File: config.mk
export PLATFORM = sky130hd
export DESIGN_NAME = uart_tx_gen
export DESIGN_NICKNAME = d
export VERILOG_FILES = /design/src/rtl/uart_pkg.sv /design/src/rtl/uart_fifo.sv /design/src/rtl/uart_tx_gen.sv
export SDC_FILE = /design/constraint.sdc
export NUM_CORES = 1
export LEC_CHECK = 0
export BUFFER_PORTS_ARGS = -buffer_cell sky130_fd_sc_hd__buf_2
export CAP_MARGIN = 10
export CORE_MARGIN = 10
export CORE_UTILIZATION = 53
export CTS_CLUSTER_DIAMETER = 100
export DETAILED_ROUTE_END_ITERATION = 8
export GPL_ROUTABILITY_DRIVEN = 0
export MAX_ROUTING_LAYER = met4
export PLACE_DENSITY_LB_ADDON = 0.05
export SLEW_MARGIN = 20
export SYNTH_ARGS = -nofsm -noshare
export SYNTH_HDL_FRONTEND = slang
export SYNTH_SLANG_ARGS = --single-unit
export TNS_END_PERCENT = 20
File: constraint.sdc
create_clock -name clk -period 3.05 [get_ports clk]
set_input_delay 0.61 -clock clk [delete_from_list [all_inputs] [get_ports clk]]
set_output_delay 0.61 -clock clk [all_outputs]
set_load 0.02 [all_outputs]
File: src/rtl/uart_pkg.sv
// Shared definitions for the UART transmit path: parity modes, serializer
// state encodings and the default bit period.
package uart_pkg;

    localparam int PAR_NONE = 0;
    localparam int PAR_EVEN = 1;
    localparam int PAR_ODD  = 2;

    // 100 MHz system clock at 115200 baud
    localparam int DEFAULT_CLKS_PER_BIT = 868;

    typedef enum logic [2:0] {
        S_IDLE,
        S_START,
        S_DATA,
        S_PARITY,
        S_STOP
    } tx_state_t;

endpackage

File: src/rtl/uart_fifo.sv
// Synchronous FIFO with registered occupancy. Full/empty are decoded from the
// level register so pointers can wrap freely modulo DEPTH. A read in the same
// cycle never frees a slot for a write in that cycle (full gates the write).
module uart_fifo #(
    parameter int WIDTH = 8,
    parameter int DEPTH = 4
) (
    input  logic                         clk,
    input  logic                         rst,
    input  logic                         wr_en,
    input  logic [WIDTH-1:0]             wr_data,
    input  logic                         rd_en,
    output logic [WIDTH-1:0]             rd_data,
    output logic                         full,
    output logic                         empty,
    output logic [$clog2(DEPTH+1)-1:0]   level
);

    localparam int PTR_W = $clog2(DEPTH);
    localparam int LVL_W = $clog2(DEPTH+1);

    logic [WIDTH-1:0] mem [DEPTH];
    logic [PTR_W-1:0] wr_ptr;
    logic [PTR_W-1:0] rd_ptr;
    logic             wr_ok;
    logic             rd_ok;

    assign full    = (level == LVL_W'(DEPTH));
    assign empty   = (level == '0);
    assign wr_ok   = wr_en && !full;
    assign rd_ok   = rd_en && !empty;
    assign rd_data = mem[rd_ptr];

    // Storage array; flushing is done through the pointers, so no reset here
    always_ff @(posedge clk) begin
        if (wr_ok) mem[wr_ptr] <= wr_data;
    end

    // Pointer and occupancy bookkeeping
    always_ff @(posedge clk or negedge rst) begin
        if (!rst) begin
            wr_ptr <= '0;
            rd_ptr <= '0;
            level  <= '0;
        end else begin
            if (wr_ok) wr_ptr <= wr_ptr + 1'b1;
            if (rd_ok) rd_ptr <= rd_ptr + 1'b1;
            case ({wr_ok, rd_ok})
                2'b10:   level <= level + 1'b1;
                2'b01:   level <= level - 1'b1;
                default: level <= level;
            endcase
        end
    end

endmodule

File: src/rtl/uart_tx_gen.sv
// Parametrised UART transmitter with a word FIFO in front of the serializer.
// Frames are sent back to back when words are queued: the last stop-bit cycle
// moves straight into the next start bit. The line is driven from a register
// loaded with the value belonging to the next state.
module uart_tx_gen
    import uart_pkg::*;
#(
    parameter int CLKS_PER_BIT = DEFAULT_CLKS_PER_BIT,
    parameter int DATA_W       = 8,
    parameter int PARITY       = PAR_NONE,
    parameter int STOP_BITS    = 1,
    parameter int FIFO_DEPTH   = 4
) (
    input  logic                               clk,
    input  logic                               rst,
    input  logic [DATA_W-1:0]                  tx_data,
    input  logic                               tx_valid,
    output logic                               tx_ready,
    output logic                               tx,
    output logic                               tx_busy,
    output logic [$clog2(FIFO_DEPTH+1)-1:0]    fifo_level
);

    localparam int CNT_W = $clog2(CLKS_PER_BIT);
    localparam int IDX_W = $clog2(DATA_W+1);

    tx_state_t          state, state_n;
    logic [CNT_W-1:0]   cnt, cnt_n;
    logic [IDX_W-1:0]   idx, idx_n;
    logic [DATA_W-1:0]  shreg, shreg_n;
    logic               par_bit, par_n;
    logic               tx_n;
    logic               busy_n;
    logic               bit_end;
    logic               pop;
    logic               fifo_full;
    logic               fifo_empty;
    logic [DATA_W-1:0]  fifo_rd_data;

    uart_fifo #(
        .WIDTH (DATA_W),
        .DEPTH (FIFO_DEPTH)
    ) u_fifo (
        .clk     (clk),
        .rst     (rst),
        .wr_en   (tx_valid),
        .wr_data (tx_data),
        .rd_en   (pop),
        .rd_data (fifo_rd_data),
        .full    (fifo_full),
        .empty   (fifo_empty),
        .level   (fifo_level)
    );

    assign tx_ready = !fifo_full;
    assign bit_end  = (cnt == CNT_W'(CLKS_PER_BIT-1));

    // Next-state, bit timing and shift-register control
    always_comb begin
        state_n = state;
        cnt_n   = bit_end ? '0 : cnt + 1'b1;
        idx_n   = idx;
        shreg_n = shreg;
        par_n   = par_bit;
        pop     = 1'b0;
        case (state)
            S_IDLE: begin
                cnt_n = '0;
                if (!fifo_empty) begin
                    state_n = S_START;
                    pop     = 1'b1;
                end
            end
            S_START: begin
                if (bit_end) begin
                    state_n = S_DATA;
                    idx_n   = '0;
                end
            end
            S_DATA: begin
                if (bit_end) begin
                    if (idx == IDX_W'(DATA_W-1)) begin
                        state_n = (PARITY != PAR_NONE) ? S_PARITY : S_STOP;
                        idx_n   = '0;
                    end else begin
                        idx_n   = idx + 1'b1;
                        shreg_n = shreg >> 1;
                    end
                end
            end
            S_PARITY: begin
                if (bit_end) begin
                    state_n = S_STOP;
                    idx_n   = '0;
                end
            end
            S_STOP: begin
                if (bit_end) begin
                    if (idx == IDX_W'(STOP_BITS-1)) begin
                        if (!fifo_empty) begin
                            state_n = S_START;
                            pop     = 1'b1;
                        end else begin
                            state_n = S_IDLE;
                        end
                    end else begin
                        idx_n = idx + 1'b1;
                    end
                end
            end
            default: state_n = S_IDLE;
        endcase
        // Popping a word loads the shifter and fixes the parity for the frame
        if (pop) begin
            shreg_n = fifo_rd_data;
            par_n   = (^fifo_rd_data) ^ (PARITY == PAR_ODD);
            idx_n   = '0;
            cnt_n   = '0;
        end
        case (state_n)
            S_START:  tx_n = 1'b0;
            S_DATA:   tx_n = shreg_n[0];
            S_PARITY: tx_n = par_n;
            default:  tx_n = 1'b1;
        endcase
        busy_n = (state_n != S_IDLE);
    end

    // Serializer state and registered line outputs
    always_ff @(posedge clk or negedge rst) begin
        if (!rst) begin
            state   <= S_IDLE;
            cnt     <= '0;
            idx     <= '0;
            shreg   <= '0;
            par_bit <= 1'b0;
            tx      <= 1'b1;
            tx_busy <= 1'b0;
        end else begin
            state   <= state_n;
            cnt     <= cnt_n;
            idx     <= idx_n;
            shreg   <= shreg_n;
            par_bit <= par_n;
            tx      <= tx_n;
            tx_busy <= busy_n;
        end
    end

endmodule

== Word-level counts from Yosys, hierarchy flattened ==
Memories as Yosys holds them, arrays and structs flattened.
Index checks and enable logic that the tools add are counted.

* Reductions and logical operators: 16
* Eq/ne operators: 17
* Add/subtract/negate cells: 6
* Multiplexer cells: 32

{| class="wikitable"
|+ Operators with widths
! operator !! count
|-
| 8-bit 2-to-1 mux || 4
|-
| 10-bit 2-to-1 mux || 3
|-
| 4-bit 2-to-1 mux || 6
|-
| 3-bit 2-to-1 mux || 7
|-
| 3-bit case mux with 5 select lines || 1
|-
| 3-bit by 2-bit == test with 1-bit output (second input constant) || 4
|-
| 4-bit case mux with 3 select lines || 1
|-
| 10-bit by 1-bit adder with 10-bit output (second input constant) || 1
|-
| 10-bit == test (second input constant) || 1
|-
| 3-bit by 2-bit inequality test with 1-bit output (second input constant) || 3
|-
| 8-bit parity || 1
|-
| 1-bit 2-to-1 mux || 7
|-
| 3-bit by 1-bit == test with 1-bit output (second input constant) || 2
|-
| 3-bit == test (second input constant) || 2
|-
| 3-bit logical NOT || 2
|-
| 3-bit case mux with 2 select lines || 1
|-
| 2-bit nonzero test || 3
|-
| 5-bit AND reduction || 1
|-
| 2-bit by 1-bit adder with 2-bit output (second input constant) || 2
|-
| 4-bit by 1-bit adder with 4-bit output (second input constant) || 1
|-
| 4-bit by 3-bit == test with 1-bit output (second input constant) || 1
|-
| 4-bit logical NOT || 1
|-
| 4-bit nonzero test || 1
|-
| 3-bit by 1-bit adder with 3-bit output (second input constant) || 1
|-
| 12 further kinds || 14
|}

* Memories: 1
* RAM bits: 32
* Word-level logic and storage cells: 83
* Register bits: 35

{| class="wikitable"
|+ Memories
! name !! words !! width !! rd ports !! clocked after memory_dff !! wr ports !! RTL line !! text
|-
| u_fifo.mem || 4 || 8 || 1 || 0 || 1 || uart_fifo.sv:22 || <nowiki>logic [WIDTH-1:0] mem [DEPTH];</nowiki>
|}

== Logic depth before layout (Yosys ltp) ==
Gate-level depths: netlist (run 1).

* Word-level depth: 8
* Depth in mapped cells: 12

== Cells and area by module ==
A second synthesis (run 1) with hierarchy kept.

* Cell total of the unflattened synthesis: 221
* Area, all modules: 3103.0 um^2

{| class="wikitable"
|+ By module, submodules not included
! module !! instances !! area each (um^2) !! sequential area each (um^2) !! cells each
|-
| uart_fifo || 1 || 1592.8 || 1136.1 || 79
|-
| uart_tx_gen || 1 || 1510.2 || 701.9 || 142
|}

== Worst setup path after synthesis (run 1) ==
Ideal clock, no wire load.

* Kind: register -> register
* Start: register idx[0]
* End: register u_fifo.level[2]
* Path buffers: 1
* Stages on the path, launching flop included: 13
* Arrival time: 2.925 ns
* Path slack: 0.045 ns
* Setup time: 0.080 ns
* Required time: 2.970 ns
* Cells stage by stage: dfrtp_1 > inv_1 > ha_1 > or3b_1 > or4_4 > a21oi_2 > buf_2 > ha_1 > inv_1 > fa_1 > xor2_1 > nor2_1 > xor2_1

* Cells in the longest elaborated chain, start to end: 7
* Elaborated cells between the ends (all ways): 9
* Those cells by class: eq/ne: 2; mux: 4; reduce/logical: 3

{| class="wikitable"
|+ Ends and longest elaborated chain
! element !! RTL line !! text
|-
| from (decl) || uart_tx_gen.sv:29 || <nowiki>logic [IDX_W-1:0] idx, idx_n;</nowiki>
|-
| from (signal assigned) || uart_tx_gen.sv:142 || <nowiki>idx <= idx_n;</nowiki>
|-
| 4-bit logical NOT * || uart_tx_gen.sv:99 || <nowiki>if (idx == IDX_W'(STOP_BITS-1)) begin</nowiki>
|-
| 1-bit 2-to-1 mux * || uart_tx_gen.sv:99 ||
|-
| 1-bit 2-to-1 mux * || uart_tx_gen.sv:98 || <nowiki>if (bit_end) begin</nowiki>
|-
| 1-bit case mux with 2 select lines * || uart_tx_gen.sv:66 || <nowiki>case (state)</nowiki>
|-
| 1-bit logical AND * || uart_fifo.sv:31 || <nowiki>assign rd_ok = rd_en && !empty;</nowiki>
|-
| net u_fifo.rd_ok || uart_fifo.sv:26 || <nowiki>logic rd_ok;</nowiki>
|-
| 2-bit by 1-bit == test with 1-bit output / 2-bit == test (equally long branches) || uart_fifo.sv:48 || <nowiki>case ({wr_ok, rd_ok})</nowiki>
|-
| 3-bit case mux with 2 select lines / 2-bit nonzero test (equally long branches) || -- ||
|-
| to (signal assigned) || uart_fifo.sv:49 || <nowiki>2'b10: level <= level + 1'b1;</nowiki>
|-
| to (signal assigned) || uart_fifo.sv:50 || <nowiki>2'b01: level <= level - 1'b1;</nowiki>
|-
| to (signal assigned) || uart_fifo.sv:51 || <nowiki>default: level <= level;</nowiki>
|-
| to (decl) || uart_fifo.sv:16 || <nowiki>output logic [$clog2(DEPTH+1)-1:0] level</nowiki>
|}

Mark *: on every way through the listed nets, which the timed path passes. The rest lies on a longest branch.
A chain may end at the register's enable or synchronous reset.

== Final worst setup path (run 1) ==
* Start: register idx[0]
* End: register u_fifo.level[2]

* Cells in the longest elaborated chain, start to end: 7
* Elaborated cells between the ends (all ways): 9
* Those cells by class: eq/ne: 2; mux: 4; reduce/logical: 3

{| class="wikitable"
|+ Ends and longest elaborated chain
! element !! RTL line
|-
| 4-bit logical NOT * || uart_tx_gen.sv:99
|-
| 1-bit 2-to-1 mux * || uart_tx_gen.sv:99
|-
| 1-bit 2-to-1 mux * || uart_tx_gen.sv:98
|-
| 1-bit case mux with 2 select lines * || uart_tx_gen.sv:66
|-
| 1-bit logical AND * || uart_fifo.sv:31
|-
| 2-bit by 1-bit == test with 1-bit output / 2-bit == test (equally long branches) || uart_fifo.sv:48
|-
| 3-bit case mux with 2 select lines / 2-bit nonzero test (equally long branches) || --
|}

Every way passes the cells marked *; elsewhere a longest branch is shown, timed or not.

==> flow_summary.yaml, run 1 <==
route:
  ant_nets: 0
  viasPerCell: 5.43
  routed_wl_um: 5380
  firstDrtPassIters: 4
  vias: 1803
  drc: 0
  drt-initial-drc-count: 82
  wire_per_inst_um: 16.2
worst_setup_path:
  cp.required_ps: 3310
  crit_fanout: 5
  arrival_ps: 3130
  r2r-end: "u_fifo.level[2]$_DFFE_PN0P_"
  critPathLaunchType: "flop"
  crit_path_end: "u_fifo.level[2]$_DFFE_PN0P_"
  critPathCaptureType: "flop"
  rrSetupSlack_ps: 180
  r2r-start: "idx[0]$_DFFE_PN0P_"
  startpoint: "idx[0]$_DFFE_PN0P_"
  r2r_cells: 11
  path_class: "flop to flop"
sta:
  finalHoldViolCount: 0
  skew_ps: 7.95
  setup_ws_ps: 178
  finalCritPeriodShare: 0.942
  slew_headroom: 0.469
  rsz0062_at_grt: "no"
  worst_pin_slew_ps: 789
  setup_violations: 0
  fin_crit_ps: 2870
  fmax_ghz: 0.348
  timing.setup.tns_ps: 0
  drv_slew: 0
yosys:
  ys_seq_area_frac: 0.605
  synth_edf_count: 32
  syn_inst: 231
  syn_nets: 251
  synth_seq_cells: 67
  async_reset_ff_frac: 0.522
  syn_area_per_cell_um2: 13.2
  yosysUniqueCellTypes: 46
  synth_warnings: 0
  syn_area_um2: 3040
  synth_flop_cell: "dfrtp_1"
global_route:
  grt_remaining_overflow: 0
  grtUsageTotal: 0.135
  use_met2: 0.178
  grt_use_met1: 0.189
  antenna_found_initial: 0
  grt-busiest-layer: "met1"
  grt_pass1_vias: 1825
  grtUsageMet3: 0.0342
  grt_pass1_wl_um: 9160
  grt_max_degree: 36
cts:
  holdBufCountCts: 0
  cts_setup_buffers: 0
  clock_latency_ps: 340
  cts_max_level: 3
  root_buffer: "clkbuf_8"
  cts_resized: 0
  cts_tree: "built"
  cts_buffers: 9
  clock_path_buffers: 2
  clock_sinks: 67
  cts.reportedPaths.clkPinSlew_ps: 70
power:
  peakVddDrop_mv: 0.529
  power-per-cell-area_nw_per_um2: 926
  p_leak_nw: 1.40
floorplanning:
  start_util: 0.549
  pin_count: 17
  core-area_um2: 5540
  die_h_um: 95.7
  rows: 27
  dieWidth_um: 95.7
  die-area_um2: 9160
final_layout:
  fillers: 441
  drive_gt1_frac: 0.185
  nNetsFinal: 275
  diodes: 0
  syn_to_final_growth_pct: 12.9
  post-route-util: 0.619
outcome:
  status: "complete, no violations"
placed_design:
  dp_worst_setup_slack_ps: 176
  numPortBuffers: 16
  dp_hpwl_um: 3800
job:
  drv_cap: 0
min_path:
  hold_path_class: "input port to async pin"
## cell families (layout without fill, tap and decap cells)
logic type,Yosys count,count (layout),synth area share
xor+xnor,21,21,0.0605
compound gates,31,31,0.0663
mux,14,14,0.0790
flops,67,67,0.605
simple gates,73,73,0.129
buf+inv,16,45,0.0206
fa+ha+maj,9,9,0.0395
## routing by layer
metal | vias up | wire length [µm]
met5 | - | 0
met2 | 24 | 2390
met1 | 882 | 2750
met3 | 11 | 147
li1 | 886 | -
met4 | 0 | 89
## layout make-up
class	count	area [µm²]	share of cell area
Sequential cell	67	1840	0.536
Multi-Input combinational cell	148	1150	0.334
Clock buffer	9	124	0.0361
Timing Repair Buffer	19	103	0.0299
Clock inverter	7	92.6	0.0270
Tap cell	72	90.1	0.0263
Inverter	10	37.5	0.0109
## synth_stat cells, types with 2 or more instances
cell type	instances	area (µm²)
edfxtp_1	32	961
nor2b_1	5	31.3
nand4_1	2	12.5
nor3_1	2	10.0
mux2i_1	6	60.1
dfrtp_1	34	851
and3_1	7	43.8
or3b_2	2	17.5
nand2_1	15	56.3
o21ai_0	11	55.1
buf_2	2	10.0
nor2_1	19	71.3
mux4_2	8	180
xnor2_1	12	105
or3b_1	2	17.5
ha_1	8	100
or3_1	2	12.5
clkbuf_1	3	11.3
xor2_1	9	78.8
a21oi_1	6	30.0
inv_1	10	37.5
and2_1	2	12.5
nand3_1	7	35.0
o31ai_1	3	22.5
## metrics by stage
stage	total power, mW	cell area [µm²]	hold WS (ps)	instances
after detailed placement	2.41	3210	476	316
after global placement	2.41	3210	458	316
after floorplan	2.13	3040	314	231
after CTS	3.21	3420	365	332
final	3.18	3430	348	332
after global routing	3.41	3430	400	332
## worst min path at each step
| stage | end | cells after the start |
|---|---|---|
| detailed placement | cnt[0]$_DFF_PN0_ | 1 |
| global placement | cnt[0]$_DFF_PN0_ | 1 |
| global route | idx[3]$_DFFE_PN0P_ | 1 |
| finish | cnt[7]$_DFF_PN0_ | 1 |
| CTS | shreg[6]$_DFFE_PN0P_ | 1 |
| floorplan | cnt[0]$_DFF_PN0_ | 0 |
## power breakdown
group	internal [mW]	leakage, nW	switching (mW)
Combinational	0.474	0.563	0.529
Clock	0.457	0.103	0.338
Sequential	1.20	0.730	0.181
Total	2.13	1.40	1.05
## critical path, cell delays in order, from the launching register on
cell and delay, ps:
dfrtp_1 420, inv_1 70, ha_1 130, or3b_1 370, or4_4 600, a21oi_4 190, ha_1 200, inv_1 60
fa_1 370, xor2_1 150, nor2_1 110, xor2_1 140
## cells in the final DEF, fill, tap and decap left out, types with 2 or more instances in the layout
master	Yosys	final
dfrtp_1	34	34
o21ai_0	11	11
a21oi_1	6	6
nand2_1	15	15
xnor2_1	12	12
nor2b_1	5	5
o31ai_1	3	3
nand3_1	7	7
clkbuf_8	0	9
buf_2	2	16
xor2_1	9	9
ha_1	8	8
mux4_2	8	8
and2_1	2	2
bufinv_16	0	2
or3b_2	2	2
inv_1	10	10
nor2_1	19	19
clkinvlp_4	0	2
nand4_1	2	2
nor3_1	2	2
or3_1	2	2
or3b_1	2	2
and3_1	7	7
mux2i_1	6	6
buf_4	0	3
edfxtp_1	32	32
## flip-flops by register name, summed over array words and instances, names as in the netlist
register and cells:
state 3, u_fifo.level 3, u_fifo.mem 32, idx 4, shreg 8, u_fifo.wr_ptr 2
par_bit 1, tx_busy 1, cnt 10, tx 1, u_fifo.rd_ptr 2
No activity file was read; power rests on OpenSTA's default activity.
==> run 2, diff against run 1 <==
CORE_UTILIZATION = 35   (was 53)
==> run 2 against run 1 <==
Against the previous run:
- utilization shrank 21 points
- via count grew 0.39%
- maximum frequency grew 1.1%
- clock power shrank 10%
- critical endpoint unchanged
- largest power group unchanged
- setup slack gained 33 ps
==> flow_summary.yaml, run 2 (synthesis gave the netlist of run 1 again) <==
worst_setup_path:
  path_delay_family: "simple AND/OR/NAND/NOR gates"
  r2r-end: "u_fifo.level[2]$_DFFE_PN0P_"
  crit_path_end: "u_fifo.level[2]$_DFFE_PN0P_"
  rrSetupSlack_ps: 210
  cp.required_ps: 3320
  arrival_ps: 3110
  r2r_cells: 11
  critPathCaptureType: "flop"
  worst-path-buf-inv: 2
  path_depth: 11
  crit_slowest_cell: "or4_4"
  crit_fanout: 5
  startpoint: "idx[0]$_DFFE_PN0P_"
  cp_cell_sequence: "inv_1 -> ha_1 -> or3b_1 -> or4_4 -> a21oi_4 -> ha_1 -> inv_1 -> fa_1 -> xor2_1 -> nor2_1 -> xor2_1"
  cp_slowest_stage_delay_ps: 590
  path_class: "flop to flop"
  critPathLaunchType: "flop"
  r2r-start: "idx[0]$_DFFE_PN0P_"
placed_design:
  dp_hpwl_um: 3810
  numPortBuffers: 16
  placed_cells: 349
global_route:
  grt_max_degree: 36
  grt_pass1_vias: 1905
  grt_pass1_wl_um: 9250
  grt_remaining_overflow: 0
  grtUsageTotal: 0.0924
  antenna_found_initial: 0
route:
  wire_per_inst_um: 14.9
  vias: 1810
  drt-initial-drc-count: 41
  drc: 0
  routed_wl_um: 5430
  firstDrtPassIters: 4
  ant_nets: 0
  viasPerCell: 4.96
floorplanning:
  die_h_um: 113
  core-area_um2: 8340
  dieWidth_um: 113
  start_util: 0.364
  pin_count: 17
  rows: 33
  die-area_um2: 12800
final_layout:
  nNetsFinal: 275
  reg.largest.list: "u_fifo.mem x32, cnt x10, shreg x8"
  drive_gt1_frac: 0.188
  post-route-util: 0.414
  fillers: 800
  largest_register: "u_fifo.mem"
  final_cell_mix: "dfrtp_1 (34), edfxtp_1 (32), nor2_1 (19)"
  final_cells: 365
  syn_to_final_growth_pct: 13.5
  diodes: 0
  final_common_cell: "dfrtp_1"
  largest_reg_flops: 32
cts:
  cts.reportedPaths.clkPinSlew_ps: 80
  clock_latency_ps: 340
  cts_tree: "built"
  cts_setup_buffers: 0
  holdBufCountCts: 0
  clock_sinks: 67
  clock_path_buffers: 2
  root_buffer: "clkbuf_8"
  cts_max_level: 3
  cts_buffers: 9
  cts_resized: 0
power:
  power-per-cell-area_nw_per_um2: 885
  p_leak_nw: 1.39
  peakVddDrop_mv: 0.299
  p_total_mw: 3.05
job:
  drv_cap: 0
sta:
  finalCritPeriodShare: 0.931
  setup_violations: 0
  slew_headroom: 0.445
  drv_slew: 0
  finalHoldViolCount: 0
  skew_ps: 8.49
  fin_crit_ps: 2840
  rsz0062_at_grt: "no"
  worst_pin_slew_ps: 832
  fmax_ghz: 0.352
  timing.setup.tns_ps: 0
min_path:
  hold_path_class: "input port to async pin"
outcome:
  status: "complete, no violations"
==> run 2: cell count changes in the layout (fill, tap and decap cells not counted), sizes merged <==
cell      previous run  this run
clkinvlp             2         1
bufinv               2         1
clkinv               3         5
==> run 2: power breakdown <==
part | leakage (nW) | internal, mW | switching, mW
clock network | 0.0966 | 0.374 | 0.341
registers | 0.730 | 1.20 | 0.150
logic | 0.561 | 0.475 | 0.518
total | 1.39 | 2.05 | 1.01
==> run 2: per-layer routing <==
metal  global-route usage  vias up  wire length, µm
met5                    -        -                0
met4               0.0508        0              120
met3               0.0217       13              132
met2                0.139       18             2510
met1                0.112      891             2660
li1                     -      888                -
==> run 2: per-stage QoR <==
step | setup WS [ps] | cell area [µm²] | hold slack, ps
final | 211 | 3450 | 360
after global routing | 20.8 | 3450 | 434
after CTS | 185 | 3440 | 398
after detailed placement | 205 | 3250 | 474
after global placement | 238 | 3250 | 466
after floorplan | 45.1 | 3040 | 314
==> run 2: how the worst min path moves through the flow <==
stage	endpoint	slack, ps	cells after the start
6_report	idx[3]$_DFFE_PN0P_	360	1
4_1_cts	idx[2]$_DFFE_PN0P_	400	1
3_5_place_dp	cnt[0]$_DFF_PN0_	470	1
5_1_grt	cnt[7]$_DFF_PN0_	430	1
2_1_floorplan	cnt[0]$_DFF_PN0_	310	0
3_3_place_gp	cnt[0]$_DFF_PN0_	470	1
==> run 2: cell type report <==
type | instances | area [µm²] | share of cell area
inverters | 10 | 37.5 | 0.0109
flip-flops and latches | 67 | 1840 | 0.533
clock buffers | 9 | 124 | 0.0359
repair buffers | 19 | 103 | 0.0297
well taps | 105 | 131 | 0.0381
clock inverters | 7 | 68.8 | 0.0199
multi-input cells | 148 | 1150 | 0.333
